===== src/rtl/k423_pkg.sv =====
// Shared types, constants and helpers for the k423 IF front end.
// Core-wide defaults (address width, reset PC) are provided here unless overridden on the command line.
`ifndef CORE_ADDR_W
`define CORE_ADDR_W 32
`endif
`ifndef CORE_RST_PC
`define CORE_RST_PC 32'h8000_0000
`endif

package k423_pkg;

  typedef enum logic [1:0] {
    PCGEN_BOOT  = 2'd0,
    PCGEN_RUN   = 2'd1,
    PCGEN_FENCE = 2'd2
  } pcgen_state_e;

  localparam int unsigned PC_INC = 4;

  // Increment a 32-bit event counter, sticking at all-ones instead of wrapping.
  function automatic logic [31:0] sat_inc(input logic [31:0] cnt, input logic en);
    logic [31:0] res;
    if (en && (cnt != 32'hFFFF_FFFF)) begin
      res = cnt + 32'd1;
    end else begin
      res = cnt;
    end
    return res;
  endfunction

endpackage


===== src/rtl/k423_if_pcgen_perf.sv =====
// Saturating fetch/prediction/redirect event counters for k423_if_pcgen.
// Only present when K423_PCGEN_PERF_EN is defined.
`ifdef K423_PCGEN_PERF_EN
module k423_if_pcgen_perf
  import k423_pkg::*;
(
  input  logic        clk_i,
  input  logic        rst_n_i,
  input  logic        fetch_inc_i,
  input  logic        prd_tkn_inc_i,
  input  logic        rdr_inc_i,
  output logic [31:0] perf_fetch_cnt_o,
  output logic [31:0] perf_prd_tkn_cnt_o,
  output logic [31:0] perf_rdr_cnt_o
);

  logic [31:0] fetch_cnt_q, fetch_cnt_d;
  logic [31:0] prd_cnt_q,   prd_cnt_d;
  logic [31:0] rdr_cnt_q,   rdr_cnt_d;

  // Next counter values.
  always_comb begin
    fetch_cnt_d = sat_inc(fetch_cnt_q, fetch_inc_i);
    prd_cnt_d   = sat_inc(prd_cnt_q, prd_tkn_inc_i);
    rdr_cnt_d   = sat_inc(rdr_cnt_q, rdr_inc_i);
  end

  // Counter registers.
  always_ff @(posedge clk_i or negedge rst_n_i) begin
    if (!rst_n_i) begin
      fetch_cnt_q <= 32'd0;
      prd_cnt_q   <= 32'd0;
      rdr_cnt_q   <= 32'd0;
    end else begin
      fetch_cnt_q <= fetch_cnt_d;
      prd_cnt_q   <= prd_cnt_d;
      rdr_cnt_q   <= rdr_cnt_d;
    end
  end

  assign perf_fetch_cnt_o   = fetch_cnt_q;
  assign perf_prd_tkn_cnt_o = prd_cnt_q;
  assign perf_rdr_cnt_o     = rdr_cnt_q;

endmodule
`endif


===== src/rtl/k423_if_pcgen.sv =====
// IF PC generation: holds the fetch PC and picks flush > redirect > fence resume > BTB > PC+4.
// Optional perf counters are enabled with K423_PCGEN_PERF_EN.
module k423_if_pcgen
  import k423_pkg::*;
#(
  parameter int unsigned          ADDR_W = `CORE_ADDR_W,
  parameter logic [ADDR_W-1:0]    RST_PC = ADDR_W'(`CORE_RST_PC)
) (
  input  logic              clk_i,
  input  logic              rst_n_i,
  output logic [ADDR_W-1:0] prd_src_pc_o,
  input  logic              btb_prd_vld_i,
  input  logic [ADDR_W-1:0] btb_prd_tgt_pc_i,
  output logic              pc_vld_o,
  input  logic              pc_rdy_i,
  output logic [ADDR_W-1:0] pc_o,
  output logic              pc_prd_tkn_o,
  output logic [ADDR_W-1:0] pc_prd_tgt_o,
  input  logic              rdr_vld_i,
  input  logic [ADDR_W-1:0] rdr_pc_i,
  input  logic              flush_vld_i,
  input  logic [ADDR_W-1:0] flush_pc_i,
  input  logic              fence_req_i,
  input  logic [ADDR_W-1:0] fence_pc_i,
  input  logic              fence_done_i
`ifdef K423_PCGEN_PERF_EN
  ,
  output logic [31:0]       perf_fetch_cnt_o,
  output logic [31:0]       perf_prd_tkn_cnt_o,
  output logic [31:0]       perf_rdr_cnt_o
`endif
);

  pcgen_state_e      state_q, state_d;
  logic [ADDR_W-1:0] pc_q, pc_d;
  logic [ADDR_W-1:0] fence_pc_q, fence_pc_d;
  logic              acc_s;
  logic [ADDR_W-1:0] btb_tgt_s;
  logic              unused_low_bits_s;

  // Targets are word addresses; the low two bits of every incoming PC are dropped.
  assign btb_tgt_s         = {btb_prd_tgt_pc_i[ADDR_W-1:2], 2'b00};
  assign unused_low_bits_s = ^{btb_prd_tgt_pc_i[1:0], rdr_pc_i[1:0], flush_pc_i[1:0], fence_pc_i[1:0]};
  assign acc_s             = pc_vld_o & pc_rdy_i;

  // State, PC and fence-resume registers.
  always_ff @(posedge clk_i or negedge rst_n_i) begin
    if (!rst_n_i) begin
      state_q    <= PCGEN_BOOT;
      pc_q       <= RST_PC;
      fence_pc_q <= '0;
    end else begin
      state_q    <= state_d;
      pc_q       <= pc_d;
      fence_pc_q <= fence_pc_d;
    end
  end

  // Next PC / next state selection in priority order.
  always_comb begin
    state_d    = state_q;
    pc_d       = pc_q;
    fence_pc_d = fence_pc_q;
    if (flush_vld_i) begin
      pc_d    = {flush_pc_i[ADDR_W-1:2], 2'b00};
      state_d = PCGEN_RUN;
    end else if (rdr_vld_i) begin
      pc_d    = {rdr_pc_i[ADDR_W-1:2], 2'b00};
      state_d = PCGEN_RUN;
    end else begin
      case (state_q)
        PCGEN_BOOT: begin
          state_d = PCGEN_RUN;
        end
        PCGEN_RUN: begin
          if (fence_req_i) begin
            fence_pc_d = {fence_pc_i[ADDR_W-1:2], 2'b00};
            state_d    = PCGEN_FENCE;
          end else if (acc_s && btb_prd_vld_i) begin
            pc_d = btb_tgt_s;
          end else if (acc_s) begin
            pc_d = pc_q + ADDR_W'(PC_INC);
          end else begin
            pc_d = pc_q;
          end
        end
        PCGEN_FENCE: begin
          if (fence_done_i) begin
            pc_d    = fence_pc_q;
            state_d = PCGEN_RUN;
          end else begin
            state_d = PCGEN_FENCE;
          end
        end
        default: begin
          state_d = PCGEN_BOOT;
        end
      endcase
    end
  end

  // Outputs decoded from the registered state and PC.
  always_comb begin
    pc_vld_o     = (state_q == PCGEN_RUN);
    pc_o         = pc_q;
    prd_src_pc_o = pc_q;
    pc_prd_tkn_o = btb_prd_vld_i & (state_q == PCGEN_RUN);
    pc_prd_tgt_o = btb_tgt_s;
  end

`ifdef K423_PCGEN_PERF_EN
  k423_if_pcgen_perf u_perf (
    .clk_i              (clk_i),
    .rst_n_i            (rst_n_i),
    .fetch_inc_i        (acc_s),
    .prd_tkn_inc_i      (acc_s & btb_prd_vld_i),
    .rdr_inc_i          (rdr_vld_i | flush_vld_i),
    .perf_fetch_cnt_o   (perf_fetch_cnt_o),
    .perf_prd_tkn_cnt_o (perf_prd_tkn_cnt_o),
    .perf_rdr_cnt_o     (perf_rdr_cnt_o)
  );
`endif

endmodule


===== config.mk =====
export PLATFORM = sky130hd
export DESIGN_NAME = k423_if_pcgen
export DESIGN_NICKNAME = d
export VERILOG_FILES = /design/src/rtl/k423_pkg.sv /design/src/rtl/k423_if_pcgen_perf.sv /design/src/rtl/k423_if_pcgen.sv
export SDC_FILE = /design/constraint.sdc
export NUM_CORES = 1
export LEC_CHECK = 0
export CORE_ASPECT_RATIO = 1.5
export CORE_MARGIN = 3
export CORE_UTILIZATION = 40
export CTS_CLUSTER_SIZE = 16
export DETAILED_ROUTE_END_ITERATION = 10
export GPL_TIMING_DRIVEN = 0
export PLACE_DENSITY = 0.8
export SLEW_MARGIN = 30
export SYNTH_ARGS = -nofsm -noshare
export SYNTH_HDL_FRONTEND = slang
export SYNTH_SLANG_ARGS = --single-unit

===== constraint.sdc =====
create_clock -name clk_i -period 6.6 [get_ports clk_i]
set_input_delay 1.98 -clock clk_i [delete_from_list [all_inputs] [get_ports clk_i]]
set_output_delay 1.98 -clock clk_i [all_outputs]
set_load 0.01 [all_outputs]

* After elaboration in Yosys (flattened, before gate mapping)
Index checks and enable logic that the tools add are counted.
** Cells by class
- Muxes and demuxes :: 12
- Equal/unequal tests :: 6
- Bitwise gates (word level) :: 4
- Reductions and logical operators :: 5
- $add $sub $neg :: 1
** Operators with widths (count)
- $mux W32 :: 6
- $pmux W32 S2 :: 1
- $add A32 B3 Y32 const B :: 1
- $mux W2 :: 4
- $ne A4 B4 Y1 const B :: 2
- $reduce_and A4 Y1 :: 2
- $pmux W2 S3 :: 1
- $ne A5 B1 Y1 const B :: 1
- $ne A4 B1 Y1 const B :: 1
- $reduce_bool A4 Y1 :: 1
- $and A1 B1 Y1 :: 2
- $eq A2 B1 Y1 const B :: 1
- $eq A2 B2 Y1 const B :: 1
- $logic_not A2 Y1 :: 1
- $not A1 Y1 :: 2
- $logic_and A1 B1 Y1 :: 1
** Storage, ports and cells
- Output and inout bits :: 98
- Register bits :: 64
- Word-level logic and storage cells :: 31

* Logic depth before layout (Yosys ltp)
Gate-level depths: netlist of run 1.
- Word-level depth :: 8
- Mapped depth :: 8
- Mapped depth without buffers :: 6

* Worst setup path before layout of run 1
OpenSTA, ideal clock, no wires.
- Path type :: in2out
- Start :: input port btb_prd_vld_i
- End :: output port pc_prd_tkn_o
- Stages on the path :: 1
- Path slack :: 2.494 ns
- Arrival :: 2.126 ns
- Data required time :: 4.620 ns
- Cells stage by stage :: and2_1
** On the way
- Word-level cells in the longest chain between the ends :: 1
** Ends and longest elaborated chain
- start, declared :: line k423_if_pcgen.sv:12 : input logic btb_prd_vld_i,
- $and A1 B1 Y1 :: line k423_if_pcgen.sv:107 : pc_prd_tkn_o = btb_prd_vld_i & (state_q == PCGEN_RUN);
- end, declared :: line k423_if_pcgen.sv:17 : output logic pc_prd_tkn_o,
Every way passes these cells.

* Worst setup path after layout of run 1
- Start :: input port btb_prd_tgt_pc_i[29]
- End :: output port pc_prd_tgt_o[29]
** RTL lines
- start, declared :: line k423_if_pcgen.sv:13 : input logic [ADDR_W-1:0] btb_prd_tgt_pc_i,
- end, declared :: line k423_if_pcgen.sv:18 : output logic [ADDR_W-1:0] pc_prd_tgt_o,
No word-level cell between the ends.

==> results.txt, run 1 <==
- Buffers placed on the I/O ports in this run total 219.
* Status: finished clean
- The first global-routing pass estimated 31800 microns of wire.
* Critical path start-end classification: in -> out
* Slew of the pin with the lowest slew margin: 0.909 ns
* Worst-Skew Late Latency: 0.33 ns
- Number of nets with antenna violations after routing: 0
- Cts bufs inserted: 9
- Total placed instance area: 7080 sq um
* Die width: 94.1 microns
- Fillers: 965
* Reg-to-reg startpoint: state_q[0]$_DFFE_PN0P_
* Final Instance Area: 7410 sq um
- Synthesis handed over a netlist of 551 instances.
- Synth unique cells: 68
- The final layout contains 925 nets.
* Number of cells on the worst reg-to-reg path: 8
- The worst pin sits at a relative slew slack of 0.389.
- Cell leakage power: 2.95 nW
* Proportion of register bits with asynchronous set or reset after synthesis: 1.00
- Summed over all layers, the global routing overflow is 0.
- Final period utilization: 0.793
- In the global route stage, overall resource usage came out at 0.322.
- Unrepaired setup endpoints after global routing: false
* Critical register-to-register path endpoint: pc_o[10]$_DFFE_PN0P_
- Top fanout value on the critical path: 2
* Setup_tns: 0 ns
- STA classifies the critical path startpoint as an input pin.
- First element of the critical path: btb_prd_tgt_pc_i[29]
- Drt first pass iters: 5
- The worst-case IR drop observed on VDD is 0.135 mV.
- Power density over the cells: 210 nW/um^2
* Via density per instance: 5.99
* Clock Tree Root: sky130_fd_sc_hd__clkbuf_16
* Mean routed wirelength per cell: 22.6 microns
* Num rows: 47
- Final Critical Period: 5.24 ns
- Number of DRC markers in iteration 0: 452
* Antenna cells: 0
* Worst hold path class: reg -> reg
- In this run the mean area of a mapped cell was 8.44 sq um.
- Of the post-synthesis cell area, the dominant cell type holds 0.328.
* Total Die Area: 13000 sq um
* Critical path required time: 4.62 ns
- The sequential cells in the finished layout cover a total of 1550 sq um.
* Maximum number of pins on one net before global-route repair: 42
- Clock Sink Count: 62
- Max-capacitance violation count: 0
* Initial cell density of the core: 0.416
* Core area: 11200 sq um
* # Post-CTS Setup Buffers: 0
* Cell Count, Final, Fillers Out: 939
- Count of state elements after synthesis: 62
* Cell types with the largest area share after synthesis: sky130_fd_sc_hd__dfrtp_1 (33%), sky130_fd_sc_hd__buf_4 (11%), sky130_fd_sc_hd__mux2_2 (7.0%)
- STA classifies the critical path endpoint as a primary output.
- In the final layout, the multi-input gates occupy 2450 sq um.
* Count of warnings emitted by yosys: 0
- Post-placement cell count: 924
- After detailed routing, the number of remaining DRC violations is 0.
- Biggest area consumer among synthesized cells: sky130_fd_sc_hd__dfrtp_1
* Clock-pin slew of the registers on the worst-case setup and hold paths: 0.05 ns
- Setup slack of the most critical reg-to-reg path: 3.76 ns
- Pre-CTS worst setup slack: 1.40 ns
* Via count: 5626
- Capturing element of the worst setup path: pc_prd_tgt_o[29]
* Vias in the first global route: 5653
- Top-level I/O count: 234
- The clock arrives with 0.00372 ns of skew.
* Number of instances on the worst hold path: 1
- RD Place Congestion: 0.942
* Setup violators final: 0
- Antenna violations before repair: 0
- Summed over all layers, the routed wires come to 21200 microns.
- CTS built an H-tree with a depth of 3.
* Clock tree from TritonCTS: done
- Max-slew violation count: 0
- The synthesized netlist occupies a cell area of 4650 sq um.
* Die Ht: 138 microns
- In this run, post-CTS hold repair placed 0 buffers.
- Once routing completed, OpenROAD measured the worst setup slack at 1.36 ns.
* Critical path arrival: 3.26 ns
- The number of failing hold endpoints at the final stage was 0.
- Counting along the longest clock path gives a buffer depth of 2.
- Max frequency: 0.191 GHz
* Number of flops mapped to enable cells by yosys: 0
* Fraction of layout cells with a size suffix above 1: 0.158
* Commonest register cell after synthesis: sky130_fd_sc_hd__dfrtp_1
- Of the synthesized area, sequential elements account for 0.334.
- Area growth from synthesis to layout: 59.4%
* Count of cells resized by post-cts repair: 0
- The wire-length estimate of the detail-placed layout is 16000 microns.
kinds of logic after synthesis:
| logic type | after synthesis | share of synthesized area |
|---|---|---|
| compound gates | 170 | 0.242 |
| simple gates | 162 | 0.183 |
| buf+inv | 115 | 0.146 |
| flops | 62 | 0.334 |
| mux | 29 | 0.0702 |
| xor+xnor | 11 | 0.0207 |
| fa+ha+maj | 1 | 0.00269 |
| other cells | 1 | 0.000806 |
worst min path at each step:
| stage | slack (ns) | end | startpoint |
|---|---|---|---|
| 3_5_place_dp | 0.49 | fence_pc_q[12]$_DFFE_PN0P_ | fence_pc_q[12]$_DFFE_PN0P_ |
| 6_report | 0.50 | fence_pc_q[12]$_DFFE_PN0P_ | fence_pc_q[12]$_DFFE_PN0P_ |
| 3_3_place_gp | 0.48 | fence_pc_q[27]$_DFFE_PN0P_ | fence_pc_q[27]$_DFFE_PN0P_ |
| 2_1_floorplan | 0.47 | fence_pc_q[27]$_DFFE_PN0P_ | fence_pc_q[27]$_DFFE_PN0P_ |
| 5_1_grt | 0.52 | fence_pc_q[27]$_DFFE_PN0P_ | fence_pc_q[27]$_DFFE_PN0P_ |
| 4_1_cts | 0.51 | fence_pc_q[12]$_DFFE_PN0P_ | fence_pc_q[12]$_DFFE_PN0P_ |
metrics by stage:
step / util / power [mW] / hold WS [ns]
floorplan: - / 0.746 / 0.472
global placement: 0.631 / 1.02 / 0.483
detailed placement: 0.634 / 1.03 / 0.494
CTS: 0.663 / 1.55 / 0.506
global route: 0.663 / 1.61 / 0.521
finish: 0.663 / 1.55 / 0.498
layout by cell type, fill, tap and decap left out, types with 3 or more instances in the layout:
| cell | netlist | routed |
|---|---|---|
| sky130_fd_sc_hd__a2111oi_0 | 3 | 3 |
| sky130_fd_sc_hd__a211o_1 | 4 | 4 |
| sky130_fd_sc_hd__a211oi_1 | 8 | 8 |
| sky130_fd_sc_hd__a21oi_1 | 40 | 40 |
| sky130_fd_sc_hd__a221oi_1 | 6 | 6 |
| sky130_fd_sc_hd__a22oi_1 | 9 | 9 |
| sky130_fd_sc_hd__a31oi_1 | 7 | 7 |
| sky130_fd_sc_hd__and2_1 | 4 | 4 |
| sky130_fd_sc_hd__and3_1 | 7 | 7 |
| sky130_fd_sc_hd__buf_1 | 4 | 4 |
| sky130_fd_sc_hd__buf_4 | 66 | 68 |
| sky130_fd_sc_hd__clkbuf_1 | 31 | 32 |
| sky130_fd_sc_hd__clkbuf_16 | 0 | 9 |
| sky130_fd_sc_hd__clkdlybuf4s50_1 | 0 | 218 |
| sky130_fd_sc_hd__conb_1 | 1 | 6 |
| sky130_fd_sc_hd__dfrtp_1 | 61 | 61 |
| sky130_fd_sc_hd__inv_1 | 12 | 12 |
| sky130_fd_sc_hd__mux2_2 | 29 | 29 |
| sky130_fd_sc_hd__nand2_1 | 39 | 39 |
| sky130_fd_sc_hd__nand2b_1 | 7 | 7 |
| sky130_fd_sc_hd__nand3_1 | 15 | 15 |
| sky130_fd_sc_hd__nand4_1 | 8 | 8 |
| sky130_fd_sc_hd__nor2_1 | 35 | 35 |
| sky130_fd_sc_hd__nor2b_1 | 4 | 4 |
| sky130_fd_sc_hd__nor3_1 | 9 | 8 |
| sky130_fd_sc_hd__nor4_1 | 11 | 9 |
| sky130_fd_sc_hd__o211ai_1 | 11 | 11 |
| sky130_fd_sc_hd__o21ai_0 | 41 | 41 |
| sky130_fd_sc_hd__o221ai_1 | 6 | 6 |
| sky130_fd_sc_hd__o22ai_1 | 4 | 4 |
| sky130_fd_sc_hd__o2bb2ai_1 | 4 | 4 |
| sky130_fd_sc_hd__o31ai_1 | 3 | 3 |
| sky130_fd_sc_hd__or2_2 | 3 | 3 |
| sky130_fd_sc_hd__or4_1 | 5 | 5 |
| sky130_fd_sc_hd__xnor2_1 | 4 | 4 |
| sky130_fd_sc_hd__xor2_1 | 7 | 7 |
registers in the layout, summed over array words and instances (netlist names):
signal      count
fence_pc_q     30
pc_o           30
state_q         2
cells in the mapped netlist, types with 2 or more instances:
master,n
sky130_fd_sc_hd__nand3b_1,2
sky130_fd_sc_hd__inv_1,12
sky130_fd_sc_hd__nor4_1,11
sky130_fd_sc_hd__a31o_1,2
sky130_fd_sc_hd__a21oi_1,40
sky130_fd_sc_hd__mux2_2,29
sky130_fd_sc_hd__nand3_1,15
sky130_fd_sc_hd__o211ai_1,11
sky130_fd_sc_hd__or3_1,2
sky130_fd_sc_hd__o31ai_1,3
sky130_fd_sc_hd__and4b_1,2
sky130_fd_sc_hd__nor2b_1,4
sky130_fd_sc_hd__a221oi_1,6
sky130_fd_sc_hd__a311oi_1,2
sky130_fd_sc_hd__a221o_1,2
sky130_fd_sc_hd__o2bb2ai_1,4
sky130_fd_sc_hd__xor2_1,7
sky130_fd_sc_hd__clkbuf_1,31
sky130_fd_sc_hd__nor3_1,9
sky130_fd_sc_hd__buf_1,4
sky130_fd_sc_hd__or2_2,3
sky130_fd_sc_hd__nor2_1,35
sky130_fd_sc_hd__nand4b_1,2
sky130_fd_sc_hd__o22ai_1,4
sky130_fd_sc_hd__o311ai_0,2
sky130_fd_sc_hd__a22oi_1,9
sky130_fd_sc_hd__and2_1,4
sky130_fd_sc_hd__buf_4,66
sky130_fd_sc_hd__xnor2_1,4
sky130_fd_sc_hd__o22a_1,2
sky130_fd_sc_hd__a211o_1,4
sky130_fd_sc_hd__nand2b_1,7
sky130_fd_sc_hd__or4_1,5
sky130_fd_sc_hd__o221ai_1,6
sky130_fd_sc_hd__o21ai_0,41
sky130_fd_sc_hd__a31oi_1,7
sky130_fd_sc_hd__a211oi_1,8
sky130_fd_sc_hd__a2111oi_0,3
sky130_fd_sc_hd__dfrtp_1,61
sky130_fd_sc_hd__nand4_1,8
sky130_fd_sc_hd__and3_1,7
sky130_fd_sc_hd__nand2_1,39
area by class of cell:
class / instances / share of cell area
plain buffers: 102 / 0.0852
inverters: 13 / 0.00658
clock inverters: 3 / 0.00911
clock buffers: 12 / 0.0346
well taps: 147 / 0.0248
multi-input cells: 379 / 0.331
flip-flops and latches: 62 / 0.209
repair buffers: 221 / 0.299
power breakdown:
group	internal, mW	leakage [nW]	switching, mW
clock network	0.349	0.155	0.172
logic	0.297	2.07	0.206
registers	0.448	0.725	0.0824
total	1.09	2.95	0.461
critical path, cell delays in order:
cell and delay, ns:
sky130_fd_sc_hd__clkdlybuf4s50_1 0.60, sky130_fd_sc_hd__buf_4 0.15, sky130_fd_sc_hd__clkdlybuf4s50_1 0.52
layer usage:
layer  GRT usage  up-vias  part of all wire
li1            -     2453                 -
met1       0.385     2700              0.36
met5           0        -                 0
met3      0.0478       77             0.087
met2       0.538      396              0.50
met4       0.190        0             0.049
No activity file was read; power rests on OpenSTA's default activity.
==> run 2: changes to the inputs <==
Settings changed: CORE_UTILIZATION 40 to 37, PLACE_DENSITY 0.8 to 0.78.
Clock period 6.6 ns to 4.4 ns, I/O delays scaled along.
==> results.txt, run 2 (synthesized netlist as in run 1, its figures left out) <==
* Slowest stage cell on the critical path: sky130_fd_sc_hd__clkbuf_1
- H-tree levels: 3
- The tree built by TritonCTS fans out to 62 sinks.
- Mean routed wirelength per cell: 23.1 microns
- Initial cell density of the core: 0.383
- The first global-routing pass estimated 32400 microns of wire.
- # Post-CTS Setup Buffers: 0
* Endpoint class of the critical path: flop
* Area growth from synthesis to layout: 59.4%
- Setup slack of the most critical reg-to-reg path: 1.38 ns
* Cts bufs inserted: 9
* Layout net count: 925
* Antenna cells: 0
- In this run, post-CTS repair resized a total of 0 instances.
- Worst hold path class: reg -> reg
* Core area: 12100 sq um
- The total overflow left after global routing is 0.
- Critical path arrival: 4.17 ns
* Worst IR drop on VDD: 0.181 mV
- Die width: 97.6 microns
- Critical register-to-register path endpoint: pc_o[10]$_DFFE_PN0P_
- Clock-pin slew of the registers on the worst-case setup and hold paths: 0.05 ns
- Max-slew violation count: 0
* Number of nets with antenna violations after routing: 0
- Clock Tree Root: sky130_fd_sc_hd__clkbuf_16
* Relative slew slack: 0.329
- Die Ht: 143 microns
- HPWL after DPL: 16500 microns
* Most frequent cell on the critical path: sky130_fd_sc_hd__clkbuf_1
- Power spread over the standard cell area amounts to 312 nW/um^2.
- Unrepaired setup endpoints after global routing: false
* Antenna violations before repair: 0
* Clock tree from TritonCTS: done
- Number of DRC markers in iteration 0: 349
- Final period utilization: 0.892
* First element of the critical path: flush_vld_i
* Critical path required time: 4.65 ns
- Drt first pass iters: 5
- Hold-fix buffer count after cts: 0
- Setup crit start kind: input pin
* Worst-Skew Late Latency: 0.33 ns
- On the worst path, the slowest cell contributes a delay of 0.61 ns.
- Of the cells placed in the final design, the portion with a size suffix greater than 1 is 0.159.
* Num rows: 49
- In this run the worst setup path terminates at pc_o[9]$_DFFE_PN0P_.
* Number of cells on the worst reg-to-reg path: 8
* Hold slack: 0.505 ns
- The number of global-route vias before repair was 5623.
- Power comes to 2.32 mW.
- Buffers from clock root to sink, at most: 2
* Global Route Usage Sum: 0.304
- Top-level I/O count: 234
- Total Die Area: 14000 sq um
* Number of remaining DRC errors: 0
- Using the TritonRoute via totals, the vias-per-cell ratio works out to 5.91.
* Most common cell after layout, fill and taps aside: sky130_fd_sc_hd__clkdlybuf4s50_1
* Post-route clock skew: 0.00463 ns
- Max-capacitance violation count: 0
* Number of buffers added on ports: 219
- The flow ran to the end, and the final reports show no timing, DRC or antenna violations.
* Via count: 5581
- Highest-count cells in the layout ignoring fill and taps: sky130_fd_sc_hd__clkdlybuf4s50_1 (218), sky130_fd_sc_hd__buf_4 (68), sky130_fd_sc_hd__dfrtp_1 (61)
* Cell breakdown of the critical path: clkdlybuf4s50_1 > clkbuf_1 > clkbuf_1 > clkbuf_1 > clkbuf_1 > a21oi_1 > a21oi_1
- Setup violations remaining at the end of the flow were counted as 0.
- The placed instances occupy a cell area of 7100 sq um.
* Number of hold violations in the final report: 0
- Final Instance Area: 7420 sq um
* Reg-to-reg startpoint: state_q[0]$_DFFE_PN0P_
* Top fanout value on the critical path: 10
* Cell leakage power: 2.95 nW
* Slew of the pin with the lowest slew margin: 0.997 ns
- Based on the critical path, the design can be clocked at up to 0.255 GHz.
- The congestion estimate from routability-driven global placement came to 0.920.
- The critical path is of the in -> reg type.
- Final Critical Period: 3.93 ns
- Entering global routing, the biggest net connects 46 pins.
- The routed design has 21800 microns of wire.
-- run 2: cell types whose count changed in the layout (fill, tap and decap cells not counted), sizes merged --
cell / delta
clkinv: +4
clkinvlp: -1
clkbuf: -3
-- run 2: metrics by stage --
stage / std cells / util / setup slack, ns / TNS [ns]
after global placement: 928 / 0.581 / -0.284 / -18.64
after floorplan: 556 / - / 1.49 / 0
after detailed placement: 930 / 0.585 / 0.191 / 0
after CTS: 945 / 0.610 / 0.532 / 0
final: 945 / 0.611 / 0.475 / 0
after global routing: 945 / 0.611 / 0.330 / 0
-- run 2: cell type report --
type	count	area, sq um
timing repair buffer	221	2220
clock buffer	9	225
buffer	102	632
multi-input combinational	379	2450
clock inverter	6	87.6
tap	153	191
inverter	13	48.8
fill	1090	4720
sequential	62	1550
-- run 2: worst min path at each step --
stage                                 end  cells after the start  slack [ns]                       start
2_1_floorplan  fence_pc_q[27]$_DFFE_PN0P_                      1        0.47  fence_pc_q[27]$_DFFE_PN0P_
3_3_place_gp   fence_pc_q[27]$_DFFE_PN0P_                      1        0.49  fence_pc_q[27]$_DFFE_PN0P_
3_5_place_dp   fence_pc_q[20]$_DFFE_PN0P_                      1        0.50  fence_pc_q[20]$_DFFE_PN0P_
4_1_cts         fence_pc_q[5]$_DFFE_PN0P_                      1        0.51   fence_pc_q[5]$_DFFE_PN0P_
5_1_grt        fence_pc_q[10]$_DFFE_PN0P_                      1        0.53  fence_pc_q[10]$_DFFE_PN0P_
6_report       fence_pc_q[19]$_DFFE_PN0P_                      1        0.50  fence_pc_q[19]$_DFFE_PN0P_
-- run 2: per-layer routing --
metal	up-vias	GRT usage	wire length (microns)
met1	2656	0.348	7990
li1	2460	-	-
met2	370	0.522	10900
met3	95	0.0627	1690
met4	0	0.184	1220
met5	-	0	0
-- run 2: power by group --
group / switching [mW] / leakage (nW) / total [mW] / internal, mW
Combinational: 0.314 / 2.07 / 0.760 / 0.446
Clock: 0.270 / 0.155 / 0.762 / 0.492
Sequential: 0.122 / 0.725 / 0.793 / 0.672
Total: 0.705 / 2.95 / 2.32 / 1.61
-- run 2: critical path: cells and delay by family --
kind,cells,cell delay [ns]
buffers and inverters,5,2.53
AOI/OAI and AO/OA,2,0.31
==> RTL change 1, RTL diff (config.mk and constraints of run 2) <==
Build with the macro `K423_PCGEN_PERF_EN` defined.
--- a/src/rtl/k423_if_pcgen_perf.sv
+++ b/src/rtl/k423_if_pcgen_perf.sv
@@ -1,5 +1,7 @@
 // Saturating fetch/prediction/redirect event counters for k423_if_pcgen.
 // Only present when K423_PCGEN_PERF_EN is defined.
+`define K423_PCGEN_PERF_EN
+
 `ifdef K423_PCGEN_PERF_EN
 module k423_if_pcgen_perf
   import k423_pkg::*;
Formal check against the unedited RTL (old outputs only; new: perf_fetch_cnt_o, perf_prd_tkn_cnt_o and perf_rdr_cnt_o): equivalent (equiv_simple and equiv_induct, registers matched by name and starting in step).
==> RTL change 1 against run 2 <==
Final area increased by 81%; sequential cell count increased by 96; via count increased by 63%; sequential share of layout area increased by 8.6 points; highest routed layer is now met5; synthesized area increased by 98%; register-to-register slack got worse by 0.06 ns; total power increased by 98%; worst setup slack got worse by 0.13 ns; count of clock-buffer cells in the layout increased by 10; clock power increased by 96%; wire length increased by 54%; utilization decreased by 6.3 points; first-iteration DRC count increased by 130%.
==> RTL change 1: results (changes against run 2) <==
metric	value	unit	change
Pleak	5.52	nW	+87%
fillers	2184		+100%
initial antenna violation count	1		+1
register-to-register setup slack	1.32	ns	-0.06 ns
WL/cell	20.5	um	-11%
final period utilization	92.1	%	+2.9 points
VDD IR max	0.307	mV	+70%
Largest stage delay, worst path	0.66	ns	+0.05 ns
Post-Synth Adder-Cell Area	0.543	%	+0.27 points
XOR/XNOR Fraction of Synth Area	9.69	%	+7.6 points
Layout Skew	0.0128	ns	+0.00813 ns
Synth Area in Compound Gates	14.2	%	-10 points
Antenna diodes	0		unchanged
area post-placement	12800	sq um	+81%
vias in the first global route	9076		+61%
synth top area cells	dfrtp_1 (43%), xnor2_1 (5.5%), buf_4 (5.5%)		
Worst Max-Slew Pin Slew	1.03	ns	+0.0301 ns
hold wc startpoint	u_perf.perf_fetch_cnt_o[15]		
fin nets	1444		+56%
Via density	5.55		-6.1%
post-synthesis mux area share	3.91	%	-3.1 points
wl on met1	11500	um	+44%
clk_lat worst skew	0.43	ns	+0.10 ns
Final Wtd Congestion	0.938		+1.9%
Avg Inst Size Synth	9.56	sq um	+13%
dpl cells	1609		+73%
reg2reg start	state_q[1]		
initial DRC count	794		+130%
share of cells above drive strength 1	11.8	%	-4.1 points
pin count of the biggest net entering global routing	81		+76%
Setup WS pre-CTS	-0.0519	ns	-0.243 ns
Met3 Wirelength	2920	um	+73%
register area share after synthesis	42.9	%	+9.5 points
dpl hpwl	25700	um	+56%
final WL	33600	um	+54%
GRT Total Usage	24.3	%	-6.0 points
ys async rst share	100	%	unchanged
outcome	finished clean		
met2 wire length	17500	um	+61%
Crit. Startpoint	pc_rdy_i		
CP arrival	4.34	ns	+0.17 ns
first-pass GRT wire length	50800	um	+57%
## RTL change 1: final cells by class
type | instances | share of cell area [%]
clock buffer | 19 | 3.23
buffer | 108 | 5.04
sequential | 158 | 29.5
multi-input combinational | 688 | 33.9
tap | 324 | 3.02
inverter | 15 | 0.420
timing repair buffer | 316 | 23.8
clock inverter | 11 | 1.07
## RTL change 1: final timing paths
| kind | endpoint | cells after the start |
|---|---|---|
| worst max-delay path | pc_o[29] | 8 |
| worst min-delay path | u_perf.perf_fetch_cnt_o[15] | 1 |
| worst max register to register | pc_o[29] | 8 |
| worst min register to register | u_perf.perf_fetch_cnt_o[15] | 1 |
| max in group asynchronous | u_perf.perf_fetch_cnt_o[26] | 2 |
| min in group asynchronous | pc_o[19] | 1 |
## RTL change 1: where the power goes
group / switching, mW / internal [mW]
clock network: 0.610 / 0.884
registers: 0.252 / 1.64
logic: 0.525 / 0.683
total: 1.39 / 3.21
## RTL change 1: kinds of logic (layout without fill, tap and decap cells)
| kind of cell | Yosys count | after routing |
|---|---|---|
| DFF | 158 | 158 |
| other | 1 | 6 |
| buffers and inverters | 123 | 469 |
| AOI/OAI and AO/OA | 192 | 192 |
| adders and majority gates | 4 | 4 |
| xor gates and xnor gates | 102 | 102 |
| muxes | 32 | 32 |
| and+or+nand+nor | 352 | 352 |
## RTL change 1: routing by layer
metal | vias to the layer above | track usage [%]
met5 | - | 0
met4 | 2 | 12.3
met3 | 105 | 6.42
met2 | 502 | 44.7
met1 | 4357 | 25.4
li1 | 4126 | -
## RTL change 1: through the flow
step | utilization, % | hold WS [ns]
2_1_floorplan | - | 0.479
3_3_place_gp | 52.4 | 0.475
3_5_place_dp | 52.5 | 0.483
4_1_cts | 54.8 | 0.495
5_1_grt | 54.8 | 0.513
6_report | 54.8 | 0.497
==> RTL change 2, RTL diff (config.mk and constraints of run 2) <==
Made on the original files. The 3 states of `pcgen_state_e` get a one-hot encoding in 3 bits.
--- a/src/rtl/k423_pkg.sv
+++ b/src/rtl/k423_pkg.sv
@@ -9,10 +9,10 @@
 
 package k423_pkg;
 
-  typedef enum logic [1:0] {
-    PCGEN_BOOT  = 2'd0,
-    PCGEN_RUN   = 2'd1,
-    PCGEN_FENCE = 2'd2
+  typedef enum logic [2:0] {
+    PCGEN_BOOT  = 3'b001,
+    PCGEN_RUN   = 3'b010,
+    PCGEN_FENCE = 3'b100
   } pcgen_state_e;
 
   localparam int unsigned PC_INC = 4;
Formal check against the unedited RTL: no difference found for any inputs over 4 cycles, from zero or initial values and one cycle with rst_n_i low; so few cycles prove little.
==> RTL change 2 against run 2 <==
Synthesized area is 1.3% higher; via count is 1.7% lower; final cell count is 1.2% lower; worst setup slack better by 0.061 ns; wire length is 5.7% lower; critical path type is now primary input to output pin; total power is 1.7% higher; final area is 0.42% higher; fmax is 1.6% higher; synthesized cell count is 2.0% lower; sequential cell count is 1 higher.
==> RTL change 2: results (changes against run 2) <==
metric	value	unit	change
outcome	finished clean		
share of cells above drive strength 1	17.8	%	+1.9 points
XOR/XNOR Fraction of Synth Area	1.67	%	-0.40 points
Avg Inst Size Synth	8.73	sq um	+3.4%
sequential power	0.814	mW	+2.6%
most frequent cells after synthesis	buf_4 (66), dfrtp_1 (61), mux2_2 (30)		
pin count of the biggest net entering global routing	47		+2.2%
Setup WS pre-CTS	0.497	ns	+0.306 ns
wl on met1	7430	um	-7.1%
Comb power	0.795	mW	+4.6%
Hold Path End	fence_pc_q[8]		
capturing point of the worst reg2reg path	pc_o[9]		
worst reg-to-reg path cell count	8		unchanged
register area share after synthesis	33.5	%	+0.13 points
register-to-register setup slack	1.27	ns	-0.11 ns
critical-path maximum fanout	3		-7
distinct cell type count after synthesis	74		+8.8%
post-synthesis mux area share	7.59	%	+0.57 points
VDD IR max	0.215	mV	+19%
dpl cells	918		-1.3%
CP arrival	2.54	ns	-1.63 ns
1st-pass router iterations	6		+1
via count	5487		-1.7%
grt met3 use	4.30	%	-2.0 points
reg2reg start	state_q[0]		
final WL	20600	um	-5.7%
fin nets	913		-1.3%
GRT Total Usage	28.4	%	-2.0 points
fillers	1050		-3.7%
first-pass GRT wire length	31200	um	-3.6%
Crit. Startpoint	btb_prd_vld_i		
Switching Fraction	31.5	%	+1.1 points
met2 wire length	10400	um	-4.7%
Met3 Wirelength	1800	um	+6.4%
initial DRC count	569		+63%
post-route cell area	7450	sq um	+0.42%
hold slack	0.500	ns	-0.00464 ns
Crit Path Category	primary input to output pin		
hold wc startpoint	fence_pc_q[8]		
Layout Skew	0.00383	ns	-0.000801 ns
dpl hpwl	15800	um	-4.4%
Worst Max-Slew Pin Slew	0.932	ns	-0.0648 ns
synth top area cells	dfrtp_1 (32%), buf_4 (11%), mux2_2 (7.2%)		
met2 track demand over resource	49.1	%	-3.0 points
area post-placement	7140	sq um	+0.58%
Post-Synth Adder-Cell Area	0.266	%	-0.0034 points
Final Wtd Congestion	0.910		-1.1%
routing usage on met1	33.8	%	-1.0 points
vias in the first global route	5634		+0.20%
Pleak	2.98	nW	+0.93%
Sw Pwr	0.742	mW	+5.2%
## RTL change 2: cell count changes after synthesis, moves of 6 or more
cell      change
nand2_1      -11
o21ai_0      -12
o21a_1        +6
a21oi_1      -13
nor2_1        -9
inv_1         +6
a22o_1        +6
o221ai_1      +6
nor3_1        +9
## RTL change 2: worst max-delay path by stage
stage               slack, ns  cells past startpoint            end
detailed placement       0.50                      9        pc_o[8]
floorplan                1.61                      1   pc_prd_tkn_o
global placement        -0.18                      1  fence_pc_q[4]
CTS                      0.53                      3   pc_prd_tkn_o
finish                   0.54                      3   pc_prd_tkn_o
global route             0.48                      6   pc_prd_tkn_o
## RTL change 2: critical path: stages
cell and delay, ns:
clkdlybuf4s50_1 0.54, and2_1 0.15, clkdlybuf4s50_1 0.54
## RTL change 2: final cells by class
type                       count  area share [%]
buffer                       102            8.72
inverter                      18           0.907
timing repair buffer         220            29.8
clock buffer                  10            3.21
sequential                    63            21.2
clock inverter                 6           0.941
tap                          153            2.57
multi-input combinational    362            32.7
